==> src/rtl/sd_read_arbiter_if.sv <==
// sd_read_arbiter_if: requester-side and sd_spi-side signals of the read arbiter.
// slave = arbiter view, master = requesters plus sd_spi view.
interface sd_read_arbiter_if #(
  parameter int ADDR_W = 32
);
  logic [1:0]        req_valid;
  logic [ADDR_W-1:0] req_addr0;
  logic [ADDR_W-1:0] req_addr1;
  logic [1:0]        req_grant;
  logic [7:0]        byte_data;
  logic [1:0]        byte_valid;
  logic [1:0]        byte_ready;
  logic [1:0]        done;
  logic [1:0]        error;
  logic [2:0]        error_code;
  logic              active;
  logic              sd_rd;
  logic [ADDR_W-1:0] sd_addr;
  logic [7:0]        sd_dout;
  logic              sd_dout_avail;
  logic              sd_dout_taken;
  logic              sd_busy;
  logic              sd_error;
  logic [2:0]        sd_error_code;

  modport slave (
    input  req_valid, req_addr0, req_addr1, byte_ready,
    input  sd_dout, sd_dout_avail, sd_busy, sd_error, sd_error_code,
    output req_grant, byte_data, byte_valid, done, error,
    output error_code, active, sd_rd, sd_addr, sd_dout_taken
  );

  modport master (
    output req_valid, req_addr0, req_addr1, byte_ready,
    output sd_dout, sd_dout_avail, sd_busy, sd_error, sd_error_code,
    input  req_grant, byte_data, byte_valid, done, error,
    input  error_code, active, sd_rd, sd_addr, sd_dout_taken
  );
endinterface

==> src/rtl/sd_read_arbiter.sv <==
// sd_read_arbiter: round-robin share of the sd_spi single-block read port.
// Define SD_READ_ARB_TIMEOUT_EN to abort ISSUE when sd_busy never rises.
module sd_read_arbiter #(
  parameter int BLOCK_BYTES   = 512,
  parameter int ADDR_W        = 32,
  parameter int START_TIMEOUT = 4095
) (
  input logic              clk,
  input logic              reset,
  sd_read_arbiter_if.slave bus
);
  localparam int CNT_W = $clog2(BLOCK_BYTES) + 1;
  localparam logic [CNT_W-1:0] LAST = CNT_W'(BLOCK_BYTES - 1);

  typedef enum logic [2:0] {
    IDLE, ISSUE, STREAM, TAKE, DRAIN, DONE
  } state_t;

  state_t           state;
  logic             g;
  logic             last_grant;
  logic             err_flag;
  logic [CNT_W-1:0] cnt;
  logic             pick;
  logic             err_hit;

  if (START_TIMEOUT < 1) begin : g_bad_timeout
    $error("START_TIMEOUT must be at least 1");
  end

`ifdef SD_READ_ARB_TIMEOUT_EN
  localparam int TO_W = $clog2(START_TIMEOUT + 1);
  localparam logic [TO_W-1:0] TO_LAST = TO_W'(START_TIMEOUT - 1);
  logic [TO_W-1:0] to_cnt;
`endif

  // Round-robin choice: a lone requester wins, a tie goes away from last_grant.
  always_comb begin
    pick = 1'b0;
    case (bus.req_valid)
      2'b01:   pick = 1'b0;
      2'b10:   pick = 1'b1;
      2'b11:   pick = ~last_grant;
      default: pick = 1'b0;
    endcase
    err_hit = bus.sd_error &
              (state == ISSUE || state == STREAM || state == TAKE);
  end

  // Byte relay to the granted requester; an sd_error cycle hides the byte.
  always_comb begin
    bus.byte_valid = 2'b00;
    bus.byte_data  = 8'h00;
    if (state == STREAM && !bus.sd_error) begin
      bus.byte_valid[g] = bus.sd_dout_avail;
      bus.byte_data     = bus.sd_dout;
    end
  end

  // Transfer sequencer with registered handshake and status outputs.
  always_ff @(posedge clk) begin
    if (reset) begin
      state             <= IDLE;
      g                 <= 1'b0;
      last_grant        <= 1'b1;
      err_flag          <= 1'b0;
      cnt               <= '0;
      bus.req_grant     <= 2'b00;
      bus.done          <= 2'b00;
      bus.error         <= 2'b00;
      bus.error_code    <= 3'b000;
      bus.active        <= 1'b0;
      bus.sd_rd         <= 1'b0;
      bus.sd_addr       <= '0;
      bus.sd_dout_taken <= 1'b0;
`ifdef SD_READ_ARB_TIMEOUT_EN
      to_cnt            <= '0;
`endif
    end else begin
      bus.req_grant <= 2'b00;
      bus.done      <= 2'b00;
      bus.error     <= 2'b00;
      if (err_hit) begin
        bus.error_code    <= bus.sd_error_code;
        err_flag          <= 1'b1;
        bus.sd_rd         <= 1'b0;
        bus.sd_dout_taken <= 1'b0;
        state             <= DRAIN;
      end else begin
        unique case (state)
          IDLE: begin
            if (!bus.sd_busy && (|bus.req_valid)) begin
              g             <= pick;
              last_grant    <= pick;
              bus.req_grant <= {pick, ~pick};
              bus.sd_addr   <= pick ? bus.req_addr1 : bus.req_addr0;
              bus.sd_rd     <= 1'b1;
              bus.active    <= 1'b1;
              state         <= ISSUE;
`ifdef SD_READ_ARB_TIMEOUT_EN
              to_cnt        <= '0;
`endif
            end
          end
          ISSUE: begin
            if (bus.sd_busy) begin
              bus.sd_rd <= 1'b0;
              state     <= STREAM;
            end
`ifdef SD_READ_ARB_TIMEOUT_EN
            else if (to_cnt == TO_LAST) begin
              bus.sd_rd      <= 1'b0;
              bus.error_code <= 3'b111;
              err_flag       <= 1'b1;
              state          <= DRAIN;
            end else begin
              to_cnt <= to_cnt + 1'b1;
            end
`endif
          end
          STREAM: begin
            if (bus.sd_dout_avail && bus.byte_ready[g]) begin
              bus.sd_dout_taken <= 1'b1;
              state             <= TAKE;
            end
          end
          TAKE: begin
            if (!bus.sd_dout_avail) begin
              bus.sd_dout_taken <= 1'b0;
              cnt               <= cnt + 1'b1;
              state             <= (cnt == LAST) ? DRAIN : STREAM;
            end
          end
          DRAIN: begin
            if (!bus.sd_busy) begin
              bus.done  <= {g, ~g};
              bus.error <= err_flag ? {g, ~g} : 2'b00;
              state     <= DONE;
            end
          end
          DONE: begin
            cnt        <= '0;
            err_flag   <= 1'b0;
            bus.active <= 1'b0;
            state      <= IDLE;
          end
          default: state <= IDLE;
        endcase
      end
    end
  end
endmodule

==> src/flat_wrapper.sv <==
// flat-port wrapper written by rule: the top's interface ports become plain ports
module sd_read_arbiter_flat 
#(
  parameter int BLOCK_BYTES   = 512,
  parameter int ADDR_W        = 32,
  parameter int START_TIMEOUT = 4095
)
  (clk, reset, bus_req_valid, bus_req_addr0, bus_req_addr1, bus_byte_ready, bus_sd_dout, bus_sd_dout_avail, bus_sd_busy, bus_sd_error, bus_sd_error_code, bus_req_grant, bus_byte_data, bus_byte_valid, bus_done, bus_error, bus_error_code, bus_active, bus_sd_rd, bus_sd_addr, bus_sd_dout_taken);
  sd_read_arbiter_if #(.ADDR_W(ADDR_W)) bus_i ();
  input logic clk;
  input logic reset;
  input wire logic [$bits(bus_i.req_valid)-1:0] bus_req_valid;
  input wire logic [$bits(bus_i.req_addr0)-1:0] bus_req_addr0;
  input wire logic [$bits(bus_i.req_addr1)-1:0] bus_req_addr1;
  input wire logic [$bits(bus_i.byte_ready)-1:0] bus_byte_ready;
  input wire logic [$bits(bus_i.sd_dout)-1:0] bus_sd_dout;
  input wire logic [$bits(bus_i.sd_dout_avail)-1:0] bus_sd_dout_avail;
  input wire logic [$bits(bus_i.sd_busy)-1:0] bus_sd_busy;
  input wire logic [$bits(bus_i.sd_error)-1:0] bus_sd_error;
  input wire logic [$bits(bus_i.sd_error_code)-1:0] bus_sd_error_code;
  output wire logic [$bits(bus_i.req_grant)-1:0] bus_req_grant;
  output wire logic [$bits(bus_i.byte_data)-1:0] bus_byte_data;
  output wire logic [$bits(bus_i.byte_valid)-1:0] bus_byte_valid;
  output wire logic [$bits(bus_i.done)-1:0] bus_done;
  output wire logic [$bits(bus_i.error)-1:0] bus_error;
  output wire logic [$bits(bus_i.error_code)-1:0] bus_error_code;
  output wire logic [$bits(bus_i.active)-1:0] bus_active;
  output wire logic [$bits(bus_i.sd_rd)-1:0] bus_sd_rd;
  output wire logic [$bits(bus_i.sd_addr)-1:0] bus_sd_addr;
  output wire logic [$bits(bus_i.sd_dout_taken)-1:0] bus_sd_dout_taken;
  assign bus_i.req_valid = bus_req_valid;
  assign bus_i.req_addr0 = bus_req_addr0;
  assign bus_i.req_addr1 = bus_req_addr1;
  assign bus_i.byte_ready = bus_byte_ready;
  assign bus_i.sd_dout = bus_sd_dout;
  assign bus_i.sd_dout_avail = bus_sd_dout_avail;
  assign bus_i.sd_busy = bus_sd_busy;
  assign bus_i.sd_error = bus_sd_error;
  assign bus_i.sd_error_code = bus_sd_error_code;
  assign bus_req_grant = bus_i.req_grant;
  assign bus_byte_data = bus_i.byte_data;
  assign bus_byte_valid = bus_i.byte_valid;
  assign bus_done = bus_i.done;
  assign bus_error = bus_i.error;
  assign bus_error_code = bus_i.error_code;
  assign bus_active = bus_i.active;
  assign bus_sd_rd = bus_i.sd_rd;
  assign bus_sd_addr = bus_i.sd_addr;
  assign bus_sd_dout_taken = bus_i.sd_dout_taken;
  sd_read_arbiter #(.BLOCK_BYTES(BLOCK_BYTES), .ADDR_W(ADDR_W), .START_TIMEOUT(START_TIMEOUT)) u_core (.clk(clk), .reset(reset), .bus(bus_i));
endmodule
==> config.mk <==
export PLATFORM = sky130hd
export DESIGN_NAME = sd_read_arbiter_flat
export DESIGN_NICKNAME = d
export VERILOG_FILES = /design/src/rtl/sd_read_arbiter_if.sv /design/src/rtl/sd_read_arbiter.sv /design/src/flat_wrapper.sv
export SDC_FILE = /design/constraint.sdc
export NUM_CORES = 1
export LEC_CHECK = 0
export BUFFER_PORTS_ARGS = -buffer_cell sky130_fd_sc_hd__clkbuf_2
export CORE_UTILIZATION = 41
export CTS_CLUSTER_DIAMETER = 200
export DETAILED_ROUTE_END_ITERATION = 7
export PLACE_DENSITY_LB_ADDON = 0.2
export RECOVER_POWER = 50
export SETUP_SLACK_MARGIN = 0.15
export SKIP_LAST_GASP = 1
export SLEW_MARGIN = 10
export SYNTH_ARGS = -nofsm -noshare
export SYNTH_HDL_FRONTEND = slang
export SYNTH_SLANG_ARGS = --single-unit
export TNS_END_PERCENT = 50
==> constraint.sdc <==
create_clock -name clk -period 1.9 [get_ports clk]
set_clock_uncertainty 0.1 [all_clocks]
set_input_delay 0.38 -clock clk [delete_from_list [all_inputs] [get_ports clk]]
set_output_delay 0.38 -clock clk [all_outputs]
set_load 0.005 [all_outputs]
### After elaboration in Yosys (flattened, before gate mapping)

Index checks and enable logic that the tools add are counted.

| word-level totals | value |
|---|---|
| register bits | 60 |
| output and inout port bits | 54 |
| logic and storage cells | 98 |

| cells by class | value |
|---|---|
| add/sub/neg operators | 1 |
| magnitude comparators | 2 |
| eq/ne operators | 18 |
| mux-type cells | 27 |
| bitwise operators | 10 |
| reduce and logical (&&, ||, !) cells | 26 |

Operator list:

| operator | count |
|---|---|
| 32-bit two-way mux | 1 |
| 3-bit two-way mux | 7 |
| 10-bit one-hot mux with 2 select lines | 1 |
| 3-bit one-hot mux with 5 select lines | 1 |
| 3-bit AND reduction | 5 |
| 3-bit by 2-bit != test with 1-bit output, second input constant | 4 |
| 10-bit by 1-bit adder with 10-bit output, second input constant | 1 |
| 10-bit by 9-bit == test with 1-bit output, second input constant | 1 |
| 10-bit two-way mux | 1 |
| 5-bit AND reduction | 2 |
| 2-bit nonzero test | 5 |
| 1-bit two-way mux | 9 |
| 8-bit two-way mux | 1 |
| 2-bit != test, second input constant | 4 |
| 1-bit inverter | 8 |
| 1-bit one-hot mux with 2 select lines | 4 |
| 4-bit OR reduction | 2 |
| 3-bit by 2-bit == test with 1-bit output, second input constant | 2 |
| 3-bit == test, second input constant | 2 |
| 5-bit OR reduction | 1 |
| 2-bit == test, second input constant | 2 |
| 1-bit logical AND | 4 |
| 2-bit OR reduction | 2 |
| 3-bit by 1-bit == test with 1-bit output, second input constant | 1 |
| 11 further kinds | 13 |

### Logic depth before layout (Yosys ltp)

Gate-level depths: netlist of the first run.

| logic depth | value |
|---|---|
| word-level depth | 6 |
| mapped depth | 6 |

### Worst setup path after synthesis of the first run

No wires, ideal clock.

| path | value |
|---|---|
| path type | input-to-reg |
| start | input bus_sd_dout_avail |
| end | register u_core.cnt[8] |
| arrival | 1.873 ns |
| data required time | 1.729 ns |
| setup slack | -0.143 ns |
| stages | 5 |
| buffers on the path | 1 |
| cells stage by stage | or4b_1 -> buf_2 -> a21bo_1 -> or4_1 -> a21oi_1 |

| on the way | value |
|---|---|
| longest elaborated chain between the ends | 2 |

RTL lines:

| element | line | RTL |
|---|---|---|
| start: declaration | flat_wrapper.sv:17 | `input wire logic [$bits(bus_i.sd_dout_avail)-1:0] bus_sd_dout_avail;` |
| 2-bit != test (no line) | - |  |
| 3-bit AND reduction (no line) | - |  |
| end signal: assignment | sd_read_arbiter.sv:130 | `cnt <= cnt + 1'b1;` |
| end: declaration | sd_read_arbiter.sv:23 | `logic [CNT_W-1:0] cnt;` |

Every way passes these cells.
A chain may end at the register's enable or synchronous reset.

### Worst setup path after layout of the first run

| path | value |
|---|---|
| start | register u_core.state[2] |
| end | output bus_byte_valid[0] |

| on the way | value |
|---|---|
| longest elaborated chain between the ends | 3 |

RTL lines:

| element | line | RTL |
|---|---|---|
| start: declaration | sd_read_arbiter.sv:19 | `state_t state;` |
| start signal: assignment | sd_read_arbiter.sv:131 | `state <= (cnt == LAST) ? DRAIN : STREAM;` |
| 3-bit by 2-bit == test with 1-bit output | sd_read_arbiter.sv:54 | `if (state == STREAM && !bus.sd_error) begin` |
| 1-bit logical AND | sd_read_arbiter.sv:54 |  |
| 2-bit two-way mux | sd_read_arbiter.sv:54 |  |
| end: declaration | flat_wrapper.sv:23 | `output wire logic [$bits(bus_i.byte_valid)-1:0] bus_byte_valid;` |

Every way passes these cells.

==> run_summary.xml, run 1 <==
<?xml version="1.0" encoding="UTF-8"?>
<metrics>
  <group name="outcome">
    <metric name="status" unit="">complete, but fails checks</metric>
    <metric name="failing_checks" unit="">negative setup slack</metric>
  </group>
  <group name="synth">
    <metric name="syn-cell-area" unit="mm2">0.002709</metric>
    <metric name="dominantRegCellSynth" unit="">dfxtp_1</metric>
    <metric name="synth_enable_flop_cells" unit="">0</metric>
    <metric name="async_flop_share" unit="">0</metric>
    <metric name="ys.warnings.count" unit="">0</metric>
    <metric name="synth_cell_type_count" unit="">40</metric>
    <metric name="synth_top_cell_by_area" unit="">dfxtp_1</metric>
    <metric name="synth.top_cells.by_area" unit="">dfxtp_1, mux2i_1, a211oi_1</metric>
    <metric name="synthesis.instances" unit="">297</metric>
    <metric name="ys_seq_area_frac" unit="">0.4434</metric>
    <metric name="postSynthRegisterBits" unit="">60</metric>
    <metric name="synthDominantCellAreaShare" unit="">0.4434</metric>
    <metric name="mappedNetlistNets" unit="">382</metric>
    <metric name="syn_avg_cell_area" unit="um2">9.121</metric>
  </group>
  <group name="sta">
    <metric name="report.final.hold_viol_count" unit="">0</metric>
    <metric name="final.period_utilization" unit="">1.045</metric>
    <metric name="final.min_clock_period" unit="ns">1.985</metric>
    <metric name="setup_slack" unit="ns">-0.08520</metric>
    <metric name="setup_viol_count_final" unit="">10</metric>
    <metric name="grt_setup_unrepaired" unit="">true</metric>
    <metric name="achievable-frequency" unit="MHz">503.7</metric>
    <metric name="tns" unit="ns">-0.4293</metric>
    <metric name="worst-slew-pin-transition" unit="ns">0.4416</metric>
    <metric name="final-max-slew-violation-count" unit="">0</metric>
    <metric name="timing.max_slew.rel_slack" unit="">0.7029</metric>
  </group>
  <group name="detailed_routing">
    <metric name="drc" unit="">0</metric>
    <metric name="first_iter_violations" unit="">63</metric>
    <metric name="drt-total-wl" unit="um">7897</metric>
    <metric name="vias" unit="">2835</metric>
    <metric name="first_pass_iters" unit="">4</metric>
    <metric name="route.antenna.remaining_nets" unit="">0</metric>
    <metric name="vias_per_cell" unit="">5.211</metric>
    <metric name="route.detailed.wl_per_inst" unit="um">14.52</metric>
  </group>
  <group name="global_route">
    <metric name="grt_antenna_before_repair" unit="">0</metric>
    <metric name="first_pass_grt_wire_length" unit="um">11850</metric>
    <metric name="via_count_of_the_first_global_routing_pass" unit="">2626</metric>
    <metric name="sum_of_overflow_across_all_layers_after_global_routing" unit="">0</metric>
    <metric name="largest_net_degree_at_the_start_of_global_routing" unit="">35</metric>
    <metric name="grt_use_total" unit="">0.2144</metric>
  </group>
  <group name="floorplanning">
    <metric name="design.core.area" unit="mm2">0.006350</metric>
    <metric name="die_width" unit="um">83.29</metric>
    <metric name="placement_rows" unit="">29</metric>
    <metric name="initial_utilization" unit="">0.4266</metric>
    <metric name="ioPinCount" unit="">138</metric>
    <metric name="design.die.area" unit="mm2">0.006936</metric>
    <metric name="fp.dieH" unit="um">83.29</metric>
  </group>
  <group name="pwr">
    <metric name="p_per_area" unit="mW/mm2">1089</metric>
    <metric name="max_vdd_drop" unit="uV">606.7</metric>
    <metric name="pwr-share-seq" unit="">0.345</metric>
    <metric name="comb_power_share" unit="">0.371</metric>
    <metric name="intPower" unit="mW">3.151</metric>
    <metric name="netSwitchingFraction" unit="">0.3176</metric>
    <metric name="p_leak" unit="nW">1.881</metric>
    <metric name="p_clk_frac" unit="">0.284</metric>
    <metric name="switching_component_of_the_power" unit="mW">1.466</metric>
  </group>
  <group name="clock_tree">
    <metric name="cts_inserted_buffers" unit="">9</metric>
    <metric name="clk_pin_slew_worst_paths" unit="ns">0.08</metric>
    <metric name="post_cts_hold_buffer_count" unit="">0</metric>
    <metric name="clock_tree.htree_level_count" unit="">3</metric>
    <metric name="clock_net_sink_count" unit="">60</metric>
    <metric name="clock_tree_from_tritoncts" unit="">done</metric>
    <metric name="clock-root-buffer" unit="">clkbuf_8</metric>
    <metric name="clock_path_buffers" unit="">2</metric>
    <metric name="insertion_delay_of_the_later_clocked_pin_in_the_worst_skew_pair" unit="ns">0.34</metric>
  </group>
  <group name="placed_design">
    <metric name="dp.final_hpwl" unit="um">4704</metric>
    <metric name="io_buffers" unit="">137</metric>
    <metric name="place_congestion" unit="">0.8127</metric>
  </group>
  <group name="finish">
    <metric name="nFillCells" unit="">528</metric>
    <metric name="fin_util" unit="">0.6678</metric>
    <metric name="diodes" unit="">0</metric>
    <metric name="leading_cell_type_in_the_layout_fill_and_taps_excluded" unit="">clkbuf_2</metric>
    <metric name="num-nets-final" unit="">547</metric>
    <metric name="most_frequent_cells_in_the_layout" unit="">clkbuf_2, dfxtp_1, nor2_1</metric>
    <metric name="syn_to_final_growth" unit="%">56.54</metric>
    <metric name="post_route_cells_drive_above_1_share" unit="">0.4283</metric>
  </group>
  <group name="setup_path">
    <metric name="setup.worst_path.class" unit="">reg -&gt; out</metric>
    <metric name="critical_path.startpoint_type" unit="">register</metric>
    <metric name="cp.required" unit="ns">1.42</metric>
    <metric name="crit_path_max_fanout" unit="">5</metric>
    <metric name="crit_arrival" unit="ns">1.51</metric>
    <metric name="timing.critical_path.to_type" unit="">output port</metric>
  </group>
  <group name="min_path">
    <metric name="hold_class" unit="">in -&gt; reg</metric>
  </group>
  <group name="flow_run">
    <metric name="cap_violations" unit="">0</metric>
  </group>
</metrics>
[area by class of cell]
type,instances,area (um2),area share
flip-flops and latches,60,1207,0.2847
multi-input cells,210,1533,0.3615
clock buffers,10,137.6,0.03246
inverters,3,11.26,0.002656
well taps,77,96.34,0.02272
clock inverters,6,87.58,0.02066
repair buffers,178,1167,0.2753
[power by group through the flow]
stage | clock, mW | sequential, mW | combinational (mW)
floorplan | 0 | 1.62 | 0.698
global placement | 0 | 1.60 | 1.15
detailed placement | 0 | 1.60 | 1.17
CTS | 1.32 | 1.58 | 1.47
global route | 1.40 | 1.62 | 1.85
finish | 1.31 | 1.59 | 1.71
[state kept, by name, summed over array words and instances (netlist names)]
| register | cells |
|---|---|
| u_core.state | 3 |
| u_core.bus.active | 1 |
| u_core.cnt | 10 |
| u_core.bus.req_grant | 2 |
| u_core.bus.error | 2 |
| u_core.bus.sd_dout_taken | 1 |
| u_core.bus.sd_rd | 1 |
| u_core.last_grant | 1 |
| u_core.g | 1 |
| u_core.err_flag | 1 |
| u_core.bus.error_code | 3 |
| u_core.bus.done | 2 |
| u_core.bus.sd_addr | 32 |
[path summary, 6_finish.rpt]
check                       start                       end  slack [ns]  depth (start not counted)
min          bus_sd_error_code[1]  u_core.bus.error_code[1]        0.18                          3
max               u_core.state[2]         bus_byte_valid[0]       -0.09                          7
min reg2reg     u_core.bus.active         u_core.bus.active        0.38                          2
max reg2reg       u_core.state[2]    u_core.bus.sd_addr[20]        0.02                          9
[metal layers]
metal | wire [um] | track usage | vias to the layer above
met4 | 125 | 0.1003 | 0
li1 | - | - | 1399
met2 | 3989 | 0.3651 | 119
met5 | 0 | 0 | -
met1 | 3160 | 0.2379 | 1305
met3 | 621 | 0.07654 | 12
[cells by family after synthesis]
group                    count (synthesis)  synth area share
AO/OA/AOI/OAI                           64            0.1741
XOR/XNOR                                 7           0.02263
adder cells (fa/ha/maj)                  1          0.004618
buffers and inverters                   27           0.03880
flip-flops                              60            0.4434
multiplexers                            37            0.1372
AND/OR/NAND/NOR                        101            0.1792
[critical path, cell delays in order, from the launching register on]
cell,delay (ns)
dfxtp_2,0.34
buf_6,0.11
nand2b_4,0.14
nor3_4,0.17
buf_6,0.15
nand2_2,0.05
nor2_2,0.10
buf_2,0.11
[per-stage QoR]
stage          std cells  total power, mW  cell area (um2)  hold slack, ns  worst slack (ns)
4_1_cts              528            4.376             4011          0.1656           -0.1018
6_report             544            4.617             4240          0.1761          -0.08520
3_5_place_dp         501            2.771             3563          0.3693          -0.02187
3_3_place_gp         501            2.747             3563          0.3632           0.01278
5_1_grt              544            4.866             4240          0.1778           -0.1814
2_1_floorplan        297            2.314             2734          0.3354          0.001831
[cells in the mapped netlist, types with 4 or more instances]
cell type,count
nand4_1,6
a21oi_1,7
nand2_1,10
o21ai_0,4
mux2i_1,36
and2_1,12
a211oi_1,37
clkbuf_1,18
xnor2_1,6
nor2_1,49
dfxtp_1,60
[repair_timing]
action	CTS	global route
pin swaps	8	21
gates cloned	4	4
resized for setup	18	34
setup endpoints to repair	29	62
buffers inserted	7	12
No activity file was read; power rests on OpenSTA's default activity.
==> run 2, diff against run 1 <==
--- a/config.mk
+++ b/config.mk
@@ -5,10 +5,11 @@
 export SDC_FILE = /design/constraint.sdc
 export NUM_CORES = 1
 export LEC_CHECK = 0
-export BUFFER_PORTS_ARGS = -buffer_cell sky130_fd_sc_hd__clkbuf_2
-export CORE_UTILIZATION = 41
+export CORE_UTILIZATION = 56
+export CTS_BUF_LIST = sky130_fd_sc_hd__clkbuf_2 sky130_fd_sc_hd__clkbuf_4 sky130_fd_sc_hd__clkbuf_8
 export CTS_CLUSTER_DIAMETER = 200
 export DETAILED_ROUTE_END_ITERATION = 7
+export DONT_BUFFER_PORTS = 1
 export PLACE_DENSITY_LB_ADDON = 0.2
 export RECOVER_POWER = 50
 export SETUP_SLACK_MARGIN = 0.15
==> constraint.sdc (replaced) <==
create_clock -name clk -period 1.9 [get_ports clk]
set_clock_uncertainty 0.1 [all_clocks]
set_input_delay 0.38 -clock clk [delete_from_list [all_inputs] [get_ports clk]]
set_output_delay 0.38 -clock clk [all_outputs]
set_load 0.05 [all_outputs]
==> run_summary.xml, run 2 (synthesis gave the netlist of run 1 again) <==
<?xml version="1.0" encoding="UTF-8"?>
<metrics>
  <group name="global_route">
    <metric name="first_pass_grt_wire_length" unit="um">10390</metric>
    <metric name="largest_net_degree_at_the_start_of_global_routing" unit="">46</metric>
    <metric name="groute.layer.met2.usage" unit="">0.4582</metric>
    <metric name="grt_use_total" unit="">0.2622</metric>
    <metric name="global_route.usage.met1" unit="">0.3101</metric>
    <metric name="via_count_of_the_first_global_routing_pass" unit="">2156</metric>
    <metric name="grt_antenna_before_repair" unit="">0</metric>
    <metric name="grt_most_used_layer" unit="">met2</metric>
    <metric name="sum_of_overflow_across_all_layers_after_global_routing" unit="">0</metric>
    <metric name="routing_usage_on_met3" unit="">0.08017</metric>
  </group>
  <group name="finish">
    <metric name="final_cell_count_no_fill" unit="">375</metric>
    <metric name="most_frequent_cells_in_the_layout" unit="">dfxtp_1, nor2_1, mux2i_1</metric>
    <metric name="diodes" unit="">0</metric>
    <metric name="multi_input_area" unit="mm2">0.001684</metric>
    <metric name="num-nets-final" unit="">403</metric>
    <metric name="nFillCells" unit="">304</metric>
    <metric name="syn_to_final_growth" unit="%">33.07</metric>
    <metric name="largest_registers" unit="">u_core.bus.sd_addr x32, u_core.cnt x10</metric>
    <metric name="leading_cell_type_in_the_layout_fill_and_taps_excluded" unit="">dfxtp_1</metric>
    <metric name="largest_reg_flops" unit="">32</metric>
    <metric name="post_route_cells_drive_above_1_share" unit="">0.3313</metric>
    <metric name="stdcell_area" unit="mm2">0.003605</metric>
    <metric name="largest_register" unit="">u_core.bus.sd_addr</metric>
    <metric name="final-seq-area" unit="mm2">0.001206</metric>
    <metric name="fin_util" unit="">0.8003</metric>
  </group>
  <group name="sta">
    <metric name="timing.max_slew.rel_slack" unit="">0.5983</metric>
    <metric name="worst_hold_slack" unit="ns">0.02658</metric>
    <metric name="setup_slack" unit="ns">-0.03246</metric>
    <metric name="achievable-frequency" unit="MHz">517.5</metric>
    <metric name="report.final.hold_viol_count" unit="">0</metric>
    <metric name="final.min_clock_period" unit="ns">1.932</metric>
    <metric name="grt_setup_unrepaired" unit="">true</metric>
    <metric name="worst-slew-pin-transition" unit="ns">0.6017</metric>
    <metric name="setup_viol_count_final" unit="">6</metric>
    <metric name="final-max-slew-violation-count" unit="">0</metric>
    <metric name="final.period_utilization" unit="">1.017</metric>
  </group>
  <group name="setup_path">
    <metric name="rr_worst_depth" unit="">5</metric>
    <metric name="critical_path.n_buffers_inverters" unit="">2</metric>
    <metric name="reg2reg_slack" unit="ns">-0.01</metric>
    <metric name="timing.critical_path.to_type" unit="">output port</metric>
    <metric name="timing.critical_path.cells" unit="">buf_6, nor3_4, buf_6, and3_4</metric>
    <metric name="slowest_stage_delay_cp" unit="ns">0.33</metric>
    <metric name="crit_path_max_fanout" unit="">5</metric>
    <metric name="critical_path.startpoint" unit="">u_core.state[0]</metric>
    <metric name="cpMostUsedCell" unit="">buf_6</metric>
    <metric name="worst_reg2reg_path_startpoint" unit="">u_core.state[2]</metric>
    <metric name="path_depth" unit="">4</metric>
    <metric name="setup.worst_path.class" unit="">reg -&gt; out</metric>
    <metric name="cp.required" unit="ns">1.42</metric>
    <metric name="worst_path_dominant_cell_family" unit="">simple AND/OR/NAND/NOR gates</metric>
    <metric name="crit_arrival" unit="ns">1.45</metric>
    <metric name="critical_path.startpoint_type" unit="">register</metric>
    <metric name="worst_setup_path_endpoint" unit="">bus_byte_valid[1]</metric>
    <metric name="slowest_stage" unit="">dfxtp_1</metric>
    <metric name="worstReg2RegEnd" unit="">u_core.cnt[8]</metric>
  </group>
  <group name="floorplanning">
    <metric name="ioPinCount" unit="">138</metric>
    <metric name="design.die.area" unit="mm2">0.005119</metric>
    <metric name="placement_rows" unit="">24</metric>
    <metric name="initial_utilization" unit="">0.6014</metric>
    <metric name="fp.dieH" unit="um">71.55</metric>
    <metric name="die_width" unit="um">71.55</metric>
    <metric name="design.core.area" unit="mm2">0.004504</metric>
  </group>
  <group name="clock_tree">
    <metric name="cts_inserted_buffers" unit="">9</metric>
    <metric name="clock_net_sink_count" unit="">60</metric>
    <metric name="clock_tree_from_tritoncts" unit="">done</metric>
    <metric name="clock_path_buffers" unit="">2</metric>
    <metric name="clk_pin_slew_worst_paths" unit="ns">0.07</metric>
    <metric name="insertion_delay_of_the_later_clocked_pin_in_the_worst_skew_pair" unit="ns">0.33</metric>
    <metric name="clock_tree.htree_level_count" unit="">3</metric>
    <metric name="clock-root-buffer" unit="">clkbuf_8</metric>
  </group>
  <group name="detailed_routing">
    <metric name="drt-total-wl" unit="um">7270</metric>
    <metric name="first_pass_iters" unit="">4</metric>
    <metric name="first_iter_violations" unit="">188</metric>
    <metric name="vias" unit="">2348</metric>
    <metric name="vias_per_cell" unit="">6.261</metric>
    <metric name="drc" unit="">0</metric>
    <metric name="route.detailed.wl_per_inst" unit="um">19.39</metric>
    <metric name="route.antenna.remaining_nets" unit="">0</metric>
  </group>
  <group name="outcome">
    <metric name="failing_checks" unit="">negative setup slack</metric>
    <metric name="status" unit="">complete, but fails checks</metric>
  </group>
  <group name="placed_design">
    <metric name="number_of_cells_after_detailed_placement" unit="">335</metric>
    <metric name="dp.final_hpwl" unit="um">4108</metric>
    <metric name="place_congestion" unit="">0.7980</metric>
    <metric name="io_buffers" unit="">0</metric>
    <metric name="post_dp_cell_area" unit="mm2">0.002838</metric>
    <metric name="preCtsSetupSlack" unit="ns">0.01715</metric>
  </group>
  <group name="min_path">
    <metric name="hold_class" unit="">in -&gt; reg</metric>
  </group>
  <group name="pwr">
    <metric name="max_vdd_drop" unit="uV">956.9</metric>
    <metric name="p_leak" unit="nW">1.340</metric>
    <metric name="p_per_area" unit="mW/mm2">1389</metric>
  </group>
  <group name="flow_run">
    <metric name="cap_violations" unit="">0</metric>
  </group>
</metrics>
run 2: changes by cell type in the layout (fill, tap and decap cells not counted), moves of 2 or more:
cell and delta:
clkbuf_16 +2, a211oi_1 -16, clkbuf_1 -25, and2_4 +4, clkbuf_2 -108, nor2_1 -8
a211oi_2 +16, and2_1 -4, buf_16 -2, buf_12 -3, nor2_4 +8, buf_4 -8
run 2: layout make-up:
cell class,count,share of cell area
repair buffers,34,0.1145
flip-flops and latches,60,0.3346
well taps,52,0.01805
inverters,3,0.003124
multi-input cells,210,0.4672
clock buffers,10,0.03818
clock inverters,6,0.02430
run 2: how the worst min path moves through the flow:
| stage | slack, ns | start | to | cells past startpoint |
|---|---|---|---|---|
| 6_report | 0.03 | reset | u_core.bus.req_grant[0] | 1 |
| 5_1_grt | 0.001 | reset | u_core.bus.sd_addr[30] | 1 |
| 4_1_cts | 0.002 | reset | u_core.bus.sd_addr[14] | 1 |
| 3_5_place_dp | 0.36 | reset | u_core.bus.sd_addr[0] | 1 |
| 3_3_place_gp | 0.36 | reset | u_core.bus.sd_addr[26] | 1 |
| 2_1_floorplan | 0.34 | u_core.last_grant | u_core.last_grant | 2 |
run 2: stage by stage:
stage                     setup TNS (ns)  power (mW)
after floorplan                        0       2.942
after global placement                 0       3.120
after detailed placement               0       3.142
after CTS                        -0.1474       4.622
after global routing             -0.6229       5.210
final                            -0.1359       5.006
run 2: repair_timing:
| item | 4_1_cts | 5_1_grt |
|---|---|---|
| cloned | 3 | 6 |
| endpoints found under the setup margin | 50 | 61 |
| pin swaps | 20 | 24 |
| hold buffers | 0 | 1 |
| buffers inserted | 10 | 4 |
| endpoints found under the hold margin | 0 | 1 |
| resized for setup | 24 | 43 |
run 2: metal layers:
layer	up-vias	part of all wire	wire (um)
li1	1120	-	-
met3	8	0.077	562
met5	-	0	0
met4	0	0.0095	69
met1	1096	0.40	2933
met2	124	0.51	3704
run 2: power by group:
group	internal (mW)	total, mW	leakage (nW)	switching [mW]
Clock	0.771	1.29	0.105	0.522
Sequential	1.47	2.26	0.493	0.794
Combinational	0.725	1.45	0.743	0.725
Total	2.97	5.01	1.34	2.04
